### src/rtl/lsu_mem_stage_if.sv
// LSU bundles: core-side request/response and data-memory bus.
// master drives requests; slave answers them.
interface lsu_req_if;
    logic        req_valid;
    logic        req_ready;
    logic        req_we;
    logic [2:0]  req_funct3;
    logic [31:0] req_addr;
    logic [31:0] req_wdata;
    logic        resp_valid;
    logic [31:0] resp_rdata;
    logic        resp_err;
    logic        busy;

    modport master (
        output req_valid, req_we, req_funct3,
        output req_addr, req_wdata,
        input  req_ready, resp_valid, resp_rdata,
        input  resp_err, busy
    );
    modport slave (
        input  req_valid, req_we, req_funct3,
        input  req_addr, req_wdata,
        output req_ready, resp_valid, resp_rdata,
        output resp_err, busy
    );
endinterface

interface lsu_mem_if;
    logic        mem_req;
    logic        mem_we;
    logic [31:0] mem_addr;
    logic [31:0] mem_wdata;
    logic [3:0]  mem_be;
    logic        mem_gnt;
    logic        mem_rvalid;
    logic [31:0] mem_rdata;
    logic        mem_err;

    modport master (
        output mem_req, mem_we, mem_addr,
        output mem_wdata, mem_be,
        input  mem_gnt, mem_rvalid, mem_rdata, mem_err
    );
    modport slave (
        input  mem_req, mem_we, mem_addr,
        input  mem_wdata, mem_be,
        output mem_gnt, mem_rvalid, mem_rdata, mem_err
    );
endinterface

### src/rtl/lsu_mem_stage.sv
// Load/store unit: one data-memory transaction per accepted op,
// returning an extended load result or store ack to writeback.
module lsu_mem_stage #(
    parameter int TIMEOUT = 255
) (
    input  logic      clk,
    input  logic      reset,
    lsu_req_if.slave  req,
    lsu_mem_if.master mem
);
    typedef enum logic [1:0] {
        IDLE, ACCESS, WAIT, RESP
    } state_t;

    localparam logic [7:0] CMAX = 8'(TIMEOUT - 1);

    state_t      r_state;
    state_t      w_next;
    logic [7:0]  r_cnt;
    logic        r_we;
    logic [2:0]  r_f3;
    logic [1:0]  r_off;
    logic [31:0] r_maddr;
    logic [31:0] r_mwdata;
    logic [3:0]  r_mbe;
    logic        r_resp_valid;
    logic [31:0] r_resp_rdata;
    logic        r_resp_err;

    logic        w_accept;
    logic        w_done;
    logic        w_tmo;
    logic        w_illegal;
    logic        w_misal;
    logic        w_bad;
    logic [2:0]  w_f3;
    logic [1:0]  w_off;
    logic [31:0] w_wdata;
    logic [3:0]  w_be;
    logic [7:0]  w_byte;
    logic [15:0] w_half;
    logic [31:0] w_ext;

    assign w_f3     = req.req_funct3;
    assign w_off    = req.req_addr[1:0];
    assign w_accept = (r_state == IDLE) && req.req_valid;
    assign w_done   = (r_state == WAIT) && mem.mem_rvalid;
    assign w_tmo    = (r_cnt == CMAX);

    // Classify the offered op: bad ops never touch the bus.
    always_comb begin
        if (req.req_we) begin
            w_illegal = (w_f3 >= 3'b011);
        end else begin
            w_illegal = (w_f3 == 3'b011) || (w_f3 == 3'b110) ||
                        (w_f3 == 3'b111);
        end
        w_misal = ((w_f3[1:0] == 2'b01) && w_off[0]) ||
                  ((w_f3[1:0] == 2'b10) && (w_off != 2'b00));
        w_bad   = w_illegal || w_misal;
    end

    // Store lane replication and byte enables; loads read the whole word.
    always_comb begin
        w_wdata = 32'h0;
        w_be    = 4'b1111;
        if (req.req_we) begin
            unique case (1'b1)
                (w_f3[1:0] == 2'b00): begin
                    w_wdata = {4{req.req_wdata[7:0]}};
                    w_be    = 4'b0001 << w_off;
                end
                (w_f3[1:0] == 2'b01): begin
                    w_wdata = {2{req.req_wdata[15:0]}};
                    w_be    = w_off[1] ? 4'b1100 : 4'b0011;
                end
                default: w_wdata = req.req_wdata;
            endcase
        end
    end

    // Pick the addressed byte/half out of the returned word and extend it.
    always_comb begin
        unique case (r_off)
            2'd0: w_byte = mem.mem_rdata[7:0];
            2'd1: w_byte = mem.mem_rdata[15:8];
            2'd2: w_byte = mem.mem_rdata[23:16];
            2'd3: w_byte = mem.mem_rdata[31:24];
        endcase
        w_half = r_off[1] ? mem.mem_rdata[31:16] : mem.mem_rdata[15:0];
        w_ext  = mem.mem_rdata;
        unique case (1'b1)
            (r_f3 == 3'b000): w_ext = {{24{w_byte[7]}}, w_byte};
            (r_f3 == 3'b001): w_ext = {{16{w_half[15]}}, w_half};
            (r_f3 == 3'b100): w_ext = {24'h0, w_byte};
            (r_f3 == 3'b101): w_ext = {16'h0, w_half};
            default: ;
        endcase
    end

    // State register.
    always_ff @(posedge clk or negedge reset) begin
        if (!reset) r_state <= IDLE;
        else        r_state <= w_next;
    end

    // Next state; the grant or rvalid wins over a same-cycle timeout.
    always_comb begin
        w_next = r_state;
        unique case (r_state)
            IDLE:   if (req.req_valid) w_next = w_bad ? RESP : ACCESS;
            ACCESS: if (mem.mem_gnt)   w_next = WAIT;
                    else if (w_tmo)    w_next = RESP;
            WAIT:   if (mem.mem_rvalid || w_tmo) w_next = RESP;
            RESP:   w_next = IDLE;
        endcase
    end

    // State-decoded outputs; mem_req falls with an async reset.
    always_comb begin
        req.req_ready = (r_state == IDLE);
        req.busy      = (r_state != IDLE);
        mem.mem_req   = (r_state == ACCESS);
    end

    // Cycle budget shared by ACCESS and WAIT.
    always_ff @(posedge clk or negedge reset) begin
        if (!reset) begin
            r_cnt <= 8'h0;
        end else if ((r_state == ACCESS) || (r_state == WAIT)) begin
            r_cnt <= r_cnt + 8'h1;
        end else begin
            r_cnt <= 8'h0;
        end
    end

    // Latch the op and its bus image at accept; held until the next one.
    always_ff @(posedge clk or negedge reset) begin
        if (!reset) begin
            r_we     <= 1'b0;
            r_f3     <= 3'b0;
            r_off    <= 2'b0;
            r_maddr  <= 32'h0;
            r_mwdata <= 32'h0;
            r_mbe    <= 4'h0;
        end else if (w_accept) begin
            r_we     <= req.req_we;
            r_f3     <= w_f3;
            r_off    <= w_off;
            r_maddr  <= {req.req_addr[31:2], 2'b00};
            r_mwdata <= w_wdata;
            r_mbe    <= w_be;
        end
    end

    // Registered one-cycle response; everything but a clean load reads 0.
    always_ff @(posedge clk or negedge reset) begin
        if (!reset) begin
            r_resp_valid <= 1'b0;
            r_resp_err   <= 1'b0;
            r_resp_rdata <= 32'h0;
        end else begin
            r_resp_valid <= (w_next == RESP);
            r_resp_err   <= (w_next == RESP) &&
                            (!w_done || mem.mem_err);
            r_resp_rdata <= (w_done && !mem.mem_err && !r_we) ?
                            w_ext : 32'h0;
        end
    end

    assign mem.mem_we     = r_we;
    assign mem.mem_addr   = r_maddr;
    assign mem.mem_wdata  = r_mwdata;
    assign mem.mem_be     = r_mbe;
    assign req.resp_valid = r_resp_valid;
    assign req.resp_rdata = r_resp_rdata;
    assign req.resp_err   = r_resp_err;
endmodule

### src/flat_wrapper.sv
// flat-port wrapper written by rule: the top's interface ports become plain ports
module lsu_mem_stage_flat 
#(
    parameter int TIMEOUT = 255
)
  (clk, reset, req_req_valid, req_req_we, req_req_funct3, req_req_addr, req_req_wdata, req_req_ready, req_resp_valid, req_resp_rdata, req_resp_err, req_busy, mem_mem_req, mem_mem_we, mem_mem_addr, mem_mem_wdata, mem_mem_be, mem_mem_gnt, mem_mem_rvalid, mem_mem_rdata, mem_mem_err);
  lsu_req_if req_i ();
  lsu_mem_if mem_i ();
  input  logic clk;
  input  logic reset;
  input wire logic [$bits(req_i.req_valid)-1:0] req_req_valid;
  input wire logic [$bits(req_i.req_we)-1:0] req_req_we;
  input wire logic [$bits(req_i.req_funct3)-1:0] req_req_funct3;
  input wire logic [$bits(req_i.req_addr)-1:0] req_req_addr;
  input wire logic [$bits(req_i.req_wdata)-1:0] req_req_wdata;
  output wire logic [$bits(req_i.req_ready)-1:0] req_req_ready;
  output wire logic [$bits(req_i.resp_valid)-1:0] req_resp_valid;
  output wire logic [$bits(req_i.resp_rdata)-1:0] req_resp_rdata;
  output wire logic [$bits(req_i.resp_err)-1:0] req_resp_err;
  output wire logic [$bits(req_i.busy)-1:0] req_busy;
  output wire logic [$bits(mem_i.mem_req)-1:0] mem_mem_req;
  output wire logic [$bits(mem_i.mem_we)-1:0] mem_mem_we;
  output wire logic [$bits(mem_i.mem_addr)-1:0] mem_mem_addr;
  output wire logic [$bits(mem_i.mem_wdata)-1:0] mem_mem_wdata;
  output wire logic [$bits(mem_i.mem_be)-1:0] mem_mem_be;
  input wire logic [$bits(mem_i.mem_gnt)-1:0] mem_mem_gnt;
  input wire logic [$bits(mem_i.mem_rvalid)-1:0] mem_mem_rvalid;
  input wire logic [$bits(mem_i.mem_rdata)-1:0] mem_mem_rdata;
  input wire logic [$bits(mem_i.mem_err)-1:0] mem_mem_err;
  assign req_i.req_valid = req_req_valid;
  assign req_i.req_we = req_req_we;
  assign req_i.req_funct3 = req_req_funct3;
  assign req_i.req_addr = req_req_addr;
  assign req_i.req_wdata = req_req_wdata;
  assign req_req_ready = req_i.req_ready;
  assign req_resp_valid = req_i.resp_valid;
  assign req_resp_rdata = req_i.resp_rdata;
  assign req_resp_err = req_i.resp_err;
  assign req_busy = req_i.busy;
  assign mem_mem_req = mem_i.mem_req;
  assign mem_mem_we = mem_i.mem_we;
  assign mem_mem_addr = mem_i.mem_addr;
  assign mem_mem_wdata = mem_i.mem_wdata;
  assign mem_mem_be = mem_i.mem_be;
  assign mem_i.mem_gnt = mem_mem_gnt;
  assign mem_i.mem_rvalid = mem_mem_rvalid;
  assign mem_i.mem_rdata = mem_mem_rdata;
  assign mem_i.mem_err = mem_mem_err;
  lsu_mem_stage #(.TIMEOUT(TIMEOUT)) u_core (.clk(clk), .reset(reset), .req(req_i), .mem(mem_i));
endmodule
### config.mk
export PLATFORM = sky130hd
export DESIGN_NAME = lsu_mem_stage_flat
export DESIGN_NICKNAME = d
export VERILOG_FILES = /design/src/rtl/lsu_mem_stage_if.sv /design/src/rtl/lsu_mem_stage.sv /design/src/flat_wrapper.sv
export SDC_FILE = /design/constraint.sdc
export NUM_CORES = 1
export LEC_CHECK = 0
export ABC_AREA = 1
export CAP_MARGIN = 20
export CORE_MARGIN = 5
export CORE_UTILIZATION = 39
export CTS_CLUSTER_DIAMETER = 200
export DETAILED_ROUTE_END_ITERATION = 10
export PLACE_DENSITY = 0.88
export SETUP_SLACK_MARGIN = 0.2
export SYNTH_ARGS = -nofsm -noshare
export SYNTH_HDL_FRONTEND = slang
export SYNTH_SLANG_ARGS = --single-unit
### constraint.sdc
create_clock -name clk -period 1.5 [get_ports clk]
set_clock_uncertainty 0.1 [all_clocks]
set_input_delay 0.15 -clock clk [delete_from_list [all_inputs] [get_ports clk]]
set_output_delay 0.15 -clock clk [all_outputs]
set_load 0.005 [all_outputs]
# After elaboration in Yosys (flattened, before gate mapping)
# Index checks and enable logic that the tools add are counted.
# totals
ff_bits,116
elab_cells,70
# op_classes
add_sub_neg,1
order_cmp,1
eq_ne,16
shifts,1
n_mux,17
n_reduce_logical,23
# ops
cell,count
32-bit one-hot mux with 4 select lines,1
32-bit 2-to-1 mux,2
32-bit one-hot mux with 2 select lines,1
8-bit one-hot mux with 4 select lines,1
16-bit 2-to-1 mux,1
"2-bit equality test, second input constant",6
"3-bit equality test, second input constant",4
2-bit 2-to-1 mux,5
"8-bit by 1-bit adder with 8-bit output, second input constant",1
"8-bit equality test, second input constant",1
4-bit 2-to-1 mux,2
8-bit 2-to-1 mux,1
2-bit one-hot mux with 4 select lines,1
4-bit one-hot mux with 2 select lines,1
1-bit logical AND,7
1-bit logical OR,7
"2-bit by 1-bit equality test with 1-bit output, second input constant",3
2-bit zero test,3
2-bit nonzero test,2
"1-bit by 2-bit << shifter with 4-bit output, first input constant",1
"3-bit by 1-bit equality test with 1-bit output, second input constant",1
"3-bit by 2-bit equality test with 1-bit output, second input constant",1
"3-bit by 2-bit >= comparator with 1-bit output, second input constant",1
1-bit zero test,3
2 further kinds,2

# Longest topological paths before layout
# Gate-level depths: netlist (run 1).
# depth
depth_word,10
depth_mapped,10
depth_no_buf,10

# Worst setup path before layout (run 1)
# Ideal clock, no wire load.
# synth_path
kind,reg2reg
startpoint,register u_core.r_state[0]
endpoint,register u_core.r_mwdata[28] (netlist: u_core.mem.mem_wdata[28])
setup_time_ps,66
t_arrival_ps,1456
t_required_ps,1334
setup_slack_ps,-121
path_stages_with_launch,10
n_path_buf,1
period_less_slack_ps,1621
path_cell_list,dfrtp_1 inv_1 ha_1 nand2_2 inv_2 nand2_2 buf_2 a21oi_2 o221ai_1 nand2_1
# synth_via
elab_chain_cells,2
# synth_lines
element,line_no,source
"start, declared",lsu_mem_stage.sv:17,state_t r_state;
"start signal, assigned",lsu_mem_stage.sv:104,else r_state <= w_next;
2-bit zero test,--,
named net req_req_ready,flat_wrapper.sv:16,output wire logic [$bits(req_i.req_ready)-1:0] req_req_ready;
1-bit logical AND,lsu_mem_stage.sv:46,assign w_accept = (r_state == IDLE) && req.req_valid;
"end signal, assigned",lsu_mem_stage.sv:151,r_mwdata <= w_wdata;
"end, declared",lsu_mem_stage.sv:24,logic [31:0] r_mwdata;
# The timed path passes the listed nets, and every way through them passes these cells.
# A chain may end at the register's enable or synchronous reset.

# Worst setup path after layout (run 1)
# layout_path
startpoint,register u_core.r_state[0]
endpoint,register u_core.r_resp_rdata[0] (netlist: u_core.req.resp_rdata[0])
# layout_via
elab_chain_cells,5
# layout_lines
element,line_no,source
2-bit equality test,lsu_mem_stage.sv:47,assign w_done = (r_state == WAIT) && mem.mem_rvalid;
1-bit logical AND,lsu_mem_stage.sv:47,
1-bit logical AND (2 in series),lsu_mem_stage.sv:166,r_resp_rdata <= (w_done && !mem.mem_err && !r_we) ?
32-bit 2-to-1 mux,lsu_mem_stage.sv:166,
"end signal, assigned",lsu_mem_stage.sv:166,
"end, declared",lsu_mem_stage.sv:27,logic [31:0] r_resp_rdata;
# No other way between the ends.

==> qor.csv, run 1 <==
metric,value,unit
worstPathRequired,1720,ps
setup_viol,111,
netSwitchingFraction,0.345,
synth_top_cell_by_area,dfrtp_1,
synth_seq_cells,116,
grt_remaining_overflow,0,
comb_power_share,0.461,
clockBufferDepth,2,
initial_utilization,0.394,
ys_seq_area_frac,0.563,
drtIter0Drc,362,
core_area,0.0131,mm^2
p_switching,6.08,mW
layout_setup_ws,-201,ps
worstSetupStartpoint,u_core.r_state[0]$_DFF_PN0_,
avgSynthCellArea,8.63,um^2
drc_errors,0,
grt_pass1_vias,5519,
dr.pass1.iters,8,
wl_per_cell,17.8,um
synth_area_leaders,"dfrtp_1, nand2_1, nor2_1",
ys_types,32,
path_class,reg -> reg,
leakagePower,4.57,nW
drive_above_1_share,0.314,
power.density,1830,mW/mm^2
clkTransAtPathRegs,50,ps
die-width,125,um
failed_checks,negative setup slack,
fmax,0.588,GHz
wirelength,19400,um
synth_top_area_share,0.563,
hold_class,in -> async,
status,"complete, but fails checks",
critPathMaxStageDelay,390,ps
num_vias,5503,
syn_area,0.00516,mm^2
critical_path_arrival,1920,ps
design_area,0.00966,mm^2
reg2reg_from,u_core.r_state[0]$_DFF_PN0_,
globalRouteTotalUtil,0.222,
die_area,0.0156,mm^2
maxCapViolCount,0,
ios,212,
rrSetupSlack,-200,ps
fin_crit,1700,ps
crit_chain,"inv_2, buf_6, ha_4, inv_4, nor3_4, nand2_2, clkinv_4, buf_6, o21ai_1, nor3_1",
hpwl,11700,um
n_antenna_cell,0,
crit_buf_inv,5,
ant_nets,0,
cpMostUsedCell,buf_6,
critPathCaptureType,flip-flop,
num_rows,42,
fill_cells,859,
gp_congestion,0.896,
ctsRootBufferMaster,clkbuf_16,
cp_top_family,buffers and inverters,
cts_tree,done,
clock-sinks,116,
fin_crit_sh,1.13,
clock_latency,410,ps
crit_fanout,5,
finalNetCount,1008,
antenna_found_initial,0,
start_kind,flip-flop,
die_height,125,um
grt_max_degree,75,
synth_cells,598,
grt_setup_unrepaired,true,
area_growth,87.3,%
vias_per_cell,5.07,
placed_cell_area,0.00784,mm^2
io_buffers,209,
p_int,11.6,mW
drv_slew,0,
power.share.sequential,0.275,
grt_pass1_wl,28000,um
finalHoldViolations,0,
timing.setup.tns,-12150,ps
pre_cts_ws,-162,ps
crit_slowest_cell,dfrtp_1,
power.total,17.6,mW
vdd_drop_max,853,uV
p_clk_frac,0.264,
htreeDepth,4,
yosys_warnings,0,
cts-buffers-inserted,17,
repair_timing:
action,CTS,global route
endpoints found under the hold margin,116,0
setup endpoints to repair,211,159
pin swaps,13,21
hold buffers,1,0
setup buffers,21,13
cloned,8,5
gates resized for setup,286,135
registers in the layout, summed over array words and instances, names as in the netlist:
name and cells:
u_core.req.resp_valid 1, u_core.mem.mem_we 1, u_core.mem.mem_wdata 32, u_core.mem.mem_addr 30
u_core.req.resp_err 1, u_core.req.resp_rdata 32, u_core.r_cnt 8, u_core.r_state 2
u_core.mem.mem_be 4, u_core.r_f3 3, u_core.r_off 2
worst reg2reg max path, delay by kind of cell (launching register included):
family	cells	cell delay (ps)
buffers and inverters	5	490
AND/OR/NAND/NOR	3	420
flip-flops	1	390
adder cells (fa/ha/maj)	1	140
AO/OA/AOI/OAI	1	70
path summary, 6_finish.rpt:
kind,cells past startpoint,end
min in group clk,3,u_core.mem.mem_addr[19]$_DFFE_PN0P_
max in group asynchronous,3,u_core.r_off[1]$_DFFE_PN0P_
worst min-delay path,3,u_core.req.resp_rdata[29]$_DFF_PN0_
worst max register to register,10,u_core.req.resp_rdata[0]$_DFF_PN0_
worst max-delay path,10,u_core.req.resp_rdata[0]$_DFF_PN0_
worst min register to register,2,u_core.mem.mem_addr[25]$_DFFE_PN0P_
layout by cell type, fill, tap and decap left out, types with 3 or more instances in the layout:
cell | synthesis | routed
inv_2 | 3 | 3
clkdlybuf4s15_1 | 0 | 73
a21oi_1 | 39 | 22
nor2_4 | 10 | 16
dfrtp_1 | 116 | 114
nor2_1 | 71 | 59
o221ai_1 | 7 | 5
nand3_4 | 1 | 3
o21ai_2 | 0 | 12
nand3_2 | 0 | 4
nor2_2 | 1 | 7
nand2_2 | 3 | 41
clkdlybuf4s50_1 | 0 | 104
inv_1 | 32 | 29
nand2_4 | 2 | 4
buf_16 | 0 | 8
nand2_1 | 189 | 146
bufinv_16 | 0 | 6
clkbuf_2 | 0 | 18
o21ai_0 | 50 | 7
a21oi_2 | 3 | 15
clkbuf_16 | 0 | 21
buf_6 | 1 | 23
o21ai_4 | 0 | 4
a21oi_4 | 0 | 5
clkinv_4 | 0 | 4
dlygate4sd2_1 | 0 | 9
o21ai_1 | 2 | 29
ha_4 | 0 | 5
buf_12 | 1 | 11
buf_4 | 2 | 53
nand3_1 | 13 | 7
nand2_8 | 0 | 3
nor3_1 | 13 | 11
metal layers:
layer	vias to the layer above	track usage	share of wire
li1	2524	-	-
met1	2625	0.265	0.39
met2	279	0.379	0.49
met3	75	0.0648	0.074
met4	0	0.0874	0.044
met5	-	0	0
metrics by stage:
step           hold WS (ps)  instances   util
6_report                163       1085  0.738
5_1_grt                 186       1085  0.738
4_1_cts                 162       1067  0.700
3_5_place_dp           54.7       1005  0.599
3_3_place_gp           50.0       1005  0.599
2_1_floorplan          -246        599      -
cell families after synthesis:
kind of cell               share of synthesized area
and+or+nand+nor                                0.259
DFF                                            0.563
AOI/OAI and AO/OA                              0.108
buffers and inverters                         0.0555
adders and majority gates                     0.0146
other                                       0.000727
cell usage after synthesis (all sizes together):
| master | number |
|---|---|
| nand3 | 14 |
| clkbuf | 12 |
| and2 | 1 |
| nor4 | 1 |
| conb | 1 |
| o21ai | 52 |
| a21oi | 42 |
| o22ai | 1 |
| nand2 | 194 |
| buf | 17 |
| nor3 | 14 |
| o221ai | 7 |
| inv | 35 |
| ha | 6 |
| o21a | 1 |
| nand4 | 2 |
| dfrtp | 116 |
| nor2 | 82 |
cell type report:
| cell class | count | area, um^2 | share of cell area |
|---|---|---|---|
| repair buffers | 307 | 3180 | 0.329 |
| well taps | 176 | 220 | 0.0228 |
| clock buffers | 20 | 457 | 0.0473 |
| inverters | 35 | 146 | 0.0152 |
| clock inverters | 12 | 226 | 0.0234 |
| multi-input cells | 419 | 2520 | 0.261 |
| flip-flops and latches | 116 | 2910 | 0.301 |
power groups by stage:
| stage | combinational (mW) | sequential, mW | clock (mW) |
|---|---|---|---|
| 3_5_place_dp | 6.26 | 4.79 | 0 |
| 6_report | 8.13 | 4.84 | 4.66 |
| 5_1_grt | 8.71 | 4.95 | 4.85 |
| 4_1_cts | 7.10 | 4.76 | 4.70 |
| 2_1_floorplan | 2.66 | 4.83 | 0 |
| 3_3_place_gp | 6.11 | 4.78 | 0 |
Note: power is estimated with default switching activity, not from simulation.
==> run 2, diff against run 1 <==
Settings changed: CORE_MARGIN 5 to 1.
==> qor.csv, run 2 (synthesis gave the netlist of run 1 again) <==
metric,value,unit,change
num_rows,41,,-2.4%
drive_above_1_share,0.430,,+0.117
critical_path_arrival,1950,ps,+30 ps
clock_latency,410,ps,about the same
leakagePower,4.90,nW,+7.3%
die_area,0.0137,mm^2,-12%
design_area,0.0104,mm^2,+7.4%
start_kind,flip-flop,,
multi_input_area,0.00304,mm^2,+21%
cts-buffers-inserted,17,,unchanged
setup_viol,106,,-4.5%
path_class,reg -> reg,,
wl_per_cell,18.9,um,+6.1%
layout_setup_ws,-204,ps,-3.39 ps
fill_cells,712,,-17%
grt_pass1_wl,27700,um,-0.91%
hpwl,11200,um,-3.8%
crit_chain,"inv_2, ha_4, buf_6, nand2_8, inv_12, nand2_8, buf_6, a21oi_4, o221ai_2, nand2_1",,
finalHoldViolations,0,,unchanged
final_cells,1104,,+1.8%
drtIter0Drc,308,,-15%
crit_fanout,5,,unchanged
gp_congestion,0.851,,-5.0%
grt_max_degree,38,,-49%
relSlewSlack,0.601,,
clkTransAtPathRegs,60,ps,about the same
maxCapViolCount,0,,unchanged
dr.pass1.iters,5,,-3
die-width,117,um,-6.4%
core_area,0.0128,mm^2,-2.4%
cp_top_family,buffers and inverters,,
vdd_drop_max,961,uV,+13%
critPathCaptureType,flip-flop,,
final_common_cell,dfrtp_1,,
power.density,1810,mW/mm^2,-1.0%
crit_slowest_cell,dfrtp_1,,
fin_crit,1700,ps,+3.39 ps
fmax,0.587,GHz,-0.20%
clock-sinks,116,,unchanged
grt_setup_unrepaired,true,,
drc_errors,0,,unchanged
whs,101,ps,-62.0 ps
ff_latch_area,0.00290,mm^2,about the same
io_buffers,209,,unchanged
globalRouteTotalUtil,0.273,,+0.0507
wirelength,20900,um,+7.9%
area_growth,101,%,
grt_pass1_vias,5559,,+0.72%
num_vias,5685,,+3.3%
ios,212,,unchanged
hold_class,in -> async,,
mostFrequentLayoutCells,"dfrtp_1, clkdlybuf4s50_1, nand2_1, buf_4, clkdlybuf4s15_1",,
vias_per_cell,5.15,,+1.5%
crit_buf_inv,4,,-1
dp.cells,999,,-0.60%
status,"complete, but fails checks",,
htreeDepth,4,,unchanged
placed_cell_area,0.00779,mm^2,-0.57%
antenna_found_initial,1,,+1
finalNetCount,1031,,+2.3%
ant_nets,0,,unchanged
failed_checks,negative setup slack,,
die_height,117,um,-6.4%
tightest_slew,596,ps,
grt_remaining_overflow,0,,unchanged
n_antenna_cell,0,,unchanged
ctsRootBufferMaster,clkbuf_16,,
worstPathRequired,1740,ps,+20 ps
fin_crit_sh,1.14,,+0.00226
critPathMaxStageDelay,400,ps,about the same
cts_tree,done,,
initial_utilization,0.404,,+0.00962
drv_slew,0,,unchanged
clockBufferDepth,2,,unchanged
-- run 2: through the flow --
step / TNS [ps] / utilization / worst slack (ps) / power, mW
2_1_floorplan: 0 / - / 37.4 / 7.49
3_3_place_gp: -4890 / 0.610 / -151 / 10.7
3_5_place_dp: -6410 / 0.610 / -235 / 10.9
5_1_grt: -14790 / 0.813 / -241 / 19.7
6_report: -10140 / 0.813 / -204 / 18.8
4_1_cts: -8760 / 0.754 / -184 / 16.9
-- run 2: worst paths after layout --
kind	from	to	slack [ps]	cells past startpoint
min	reset	u_core.req.resp_rdata[11]$_DFF_PN0_	100	2
max	u_core.r_state[1]$_DFF_PN0_	u_core.mem.mem_wdata[30]$_DFFE_PN0P_	-200	10
max in group asynchronous	reset	u_core.mem.mem_wdata[18]$_DFFE_PN0P_	680	3
min reg2reg	u_core.mem.mem_addr[16]$_DFFE_PN0P_	u_core.mem.mem_addr[16]$_DFFE_PN0P_	380	2
max reg2reg	u_core.r_state[1]$_DFF_PN0_	u_core.mem.mem_wdata[30]$_DFFE_PN0P_	-200	10
min in group clk	req_req_addr[20]	u_core.mem.mem_addr[20]$_DFFE_PN0P_	190	3
-- run 2: worst reg2reg max path, stage by stage (launching register included) --
cell	delay, ps
dfrtp_1	400
inv_2	90
ha_4	150
buf_6	110
nand2_8	80
inv_12	100
nand2_8	80
buf_6	160
a21oi_4	180
o221ai_2	120
nand2_1	80
-- run 2: cell type report --
type                       count  area share
inverter                      35      0.0146
clock buffer                  19      0.0427
multi-input combinational    421       0.293
timing repair buffer         328       0.336
clock inverter                13      0.0130
tap                          172      0.0207
sequential                   116       0.280
-- run 2: power breakdown --
group | internal, mW | switching (mW)
Combinational | 5.07 | 4.65
Clock | 2.48 | 1.50
Sequential | 4.18 | 0.876
-- run 2: layer usage --
metal | wire [um] | vias to the layer above | track usage | share of wire
li1 | - | 2574 | - | -
met1 | 7810 | 2774 | 0.310 | 0.37
met2 | 11100 | 283 | 0.486 | 0.53
met3 | 1450 | 54 | 0.0664 | 0.070
met4 | 554 | 0 | 0.122 | 0.027
met5 | 0 | - | 0 | 0
-- run 2: repair_timing --
item | 4_1_cts | 5_1_grt
hold buffers | 1 | 0
pin swaps | 35 | 35
setup endpoints to repair | 211 | 176
endpoints found under the hold margin | 116 | 0
gates resized for setup | 342 | 233
cloned | 18 | 1
buffers inserted | 29 | 24
==> run 3, diff against run 2 <==
Settings changed: PLACE_DENSITY 0.88 to 0.77.
==> qor.csv, run 3 (synthesis gave the netlist of run 1 again) <==
metric,value,unit,change
worstPathRequired,1680,ps,-60 ps
p_int,11.6,mW,-1.2%
start_kind,flip-flop,,
failed_checks,negative setup slack,,
area_growth,96.2,%,
vias_per_cell,5.09,,-1.1%
comb_power_share,0.502,,-0.016
drtIter0Drc,313,,+1.6%
ctsRootBufferMaster,clkbuf_16,,
grt_setup_unrepaired,true,,
dr.pass1.iters,4,,-1
tightest_slew,575,ps,-21.8 ps
ant_nets,0,,unchanged
core_area,0.0128,mm^2,unchanged
fin_crit_sh,1.17,,+0.0359
fmax,0.569,GHz,-3.1%
power.share.sequential,0.276,,+0.006
power.density,1800,mW/mm^2,-0.59%
die_area,0.0137,mm^2,unchanged
p_switching,6.59,mW,-6.2%
mostFrequentLayoutCells,"dfrtp_1, clkdlybuf4s50_1, nand2_1, clkdlybuf4s15_1, nor2_1",,
critPathCaptureType,flip-flop,,
critical_path_arrival,1940,ps,about the same
antenna_found_initial,0,,-1
gp_congestion,0.801,,-6.0%
final_common_cell,dfrtp_1,,
setup_viol,111,,+4.7%
hold_class,in -> async,,
dp.cells,995,,-0.40%
num_rows,41,,unchanged
finalHoldViolations,0,,unchanged
cts-buffers-inserted,17,,unchanged
io_buffers,209,,unchanged
clock-sinks,116,,unchanged
fin_crit,1760,ps,+53.9 ps
n_antenna_cell,0,,unchanged
maxCapViolCount,0,,unchanged
drv_slew,0,,unchanged
initial_utilization,0.404,,unchanged
wl_per_cell,17.8,um,-6.0%
grt_pass1_wl,27000,um,-2.4%
globalRouteTotalUtil,0.263,,-0.00963
drc_errors,0,,unchanged
finalNetCount,1015,,-1.6%
wirelength,19300,um,-7.4%
power.total,18.2,mW,-3.0%
hpwl,11200,um,-0.48%
drive_above_1_share,0.387,,-0.0434
pre_cts_ws,-176,ps,+58.6 ps
rrSetupSlack,-260,ps,-50 ps
netSwitchingFraction,0.362,,-0.0122
p_clk_frac,0.222,,+0.010
clock_latency,400,ps,about the same
grt_max_degree,70,,+84%
cts_tree,done,,
grt_remaining_overflow,0,,unchanged
crit_fanout,6,,+1
timing.setup.tns,-19170,ps,-9030 ps
relSlewSlack,0.616,,+0.0145
grt_pass1_vias,5493,,-1.2%
num_vias,5537,,-2.6%
clockBufferDepth,2,,unchanged
vdd_drop_max,998,uV,+3.9%
ios,212,,unchanged
leakagePower,4.80,nW,-2.1%
status,"complete, but fails checks",,
htreeDepth,4,,unchanged
die_height,117,um,unchanged
path_class,reg -> reg,,
layout_setup_ws,-258,ps,-53.9 ps
clkTransAtPathRegs,50,ps,about the same
final_cells,1087,,-1.5%
die-width,117,um,unchanged
run 3: cell types whose count changed in the layout (fill, tap and decap cells not counted), sizes merged, moves of 4 or more:
cell	delta
clkinvlp	-4
clkdlybuf4s15	+5
clkbuf	-5
dlygate4sd2	+5
buf	-18
run 3: per-stage QoR:
stage,hold slack (ps),area (um^2),util
6_report,192,10100,0.793
5_1_grt,188,10100,0.793
4_1_cts,177,9410,0.737
3_5_place_dp,62.8,7810,0.611
3_3_place_gp,57.6,7810,0.611
2_1_floorplan,-246,5250,-
run 3: worst paths after layout:
path | cells after the start | from | end
worst min register to register | 2 | u_core.mem.mem_addr[31]$_DFFE_PN0P_ | u_core.mem.mem_addr[31]$_DFFE_PN0P_
worst max register to register | 10 | u_core.r_state[0]$_DFF_PN0_ | u_core.mem.mem_wdata[5]$_DFFE_PN0P_
worst max-delay path | 10 | u_core.r_state[0]$_DFF_PN0_ | u_core.mem.mem_wdata[5]$_DFFE_PN0P_
min in group clk | 3 | req_req_addr[19] | u_core.mem.mem_addr[19]$_DFFE_PN0P_
max in group asynchronous | 3 | reset | u_core.mem.mem_wdata[7]$_DFFE_PN0P_
worst min-delay path | 3 | reset | u_core.req.resp_rdata[29]$_DFF_PN0_
run 3: area by class of cell:
type / instances / area [um^2]
timing repair buffer: 313 / 3350
multi-input combinational: 420 / 2910
sequential: 116 / 2900
fill: 743 / 2650
clock buffer: 21 / 460
tap: 172 / 215
inverter: 35 / 154
clock inverter: 10 / 131
run 3: power by group through the flow:
stage / Clock (mW) / Combinational (mW) / Sequential, mW
2_1_floorplan: 0 / 2.66 / 4.83
3_3_place_gp: 0 / 5.96 / 4.81
3_5_place_dp: 0 / 6.13 / 4.85
4_1_cts: 4.08 / 7.57 / 4.86
5_1_grt: 4.25 / 9.80 / 5.10
6_report: 4.04 / 9.13 / 5.01
run 3: layer usage:
layer  wire length [um]  vias to the layer above  part of all wire  GRT usage
li1                   -                     2542                 -          -
met1               7730                     2729              0.40      0.304
met2               9850                      228              0.51      0.464
met3               1380                       38             0.071     0.0731
met4                390                        0             0.020      0.100
met5                  0                        -                 0          0
run 3: repair_timing:
item	CTS	global route
hold endpoints to repair	116	0
pin swaps	35	34
resized for setup	323	202
endpoints found under the setup margin	212	157
hold buffers	1	0
gates cloned	12	5
setup buffers	31	12
run 3: critical path, stage by stage, from the launching register on:
cell and delay, ps:
dfrtp_1 410, inv_2 110, buf_12 110, ha_4 130, buf_6 130, nand2_8 80, buf_12 170, buf_12 130
clkbuf_16 160, nand2_2 60, o21ai_1 50
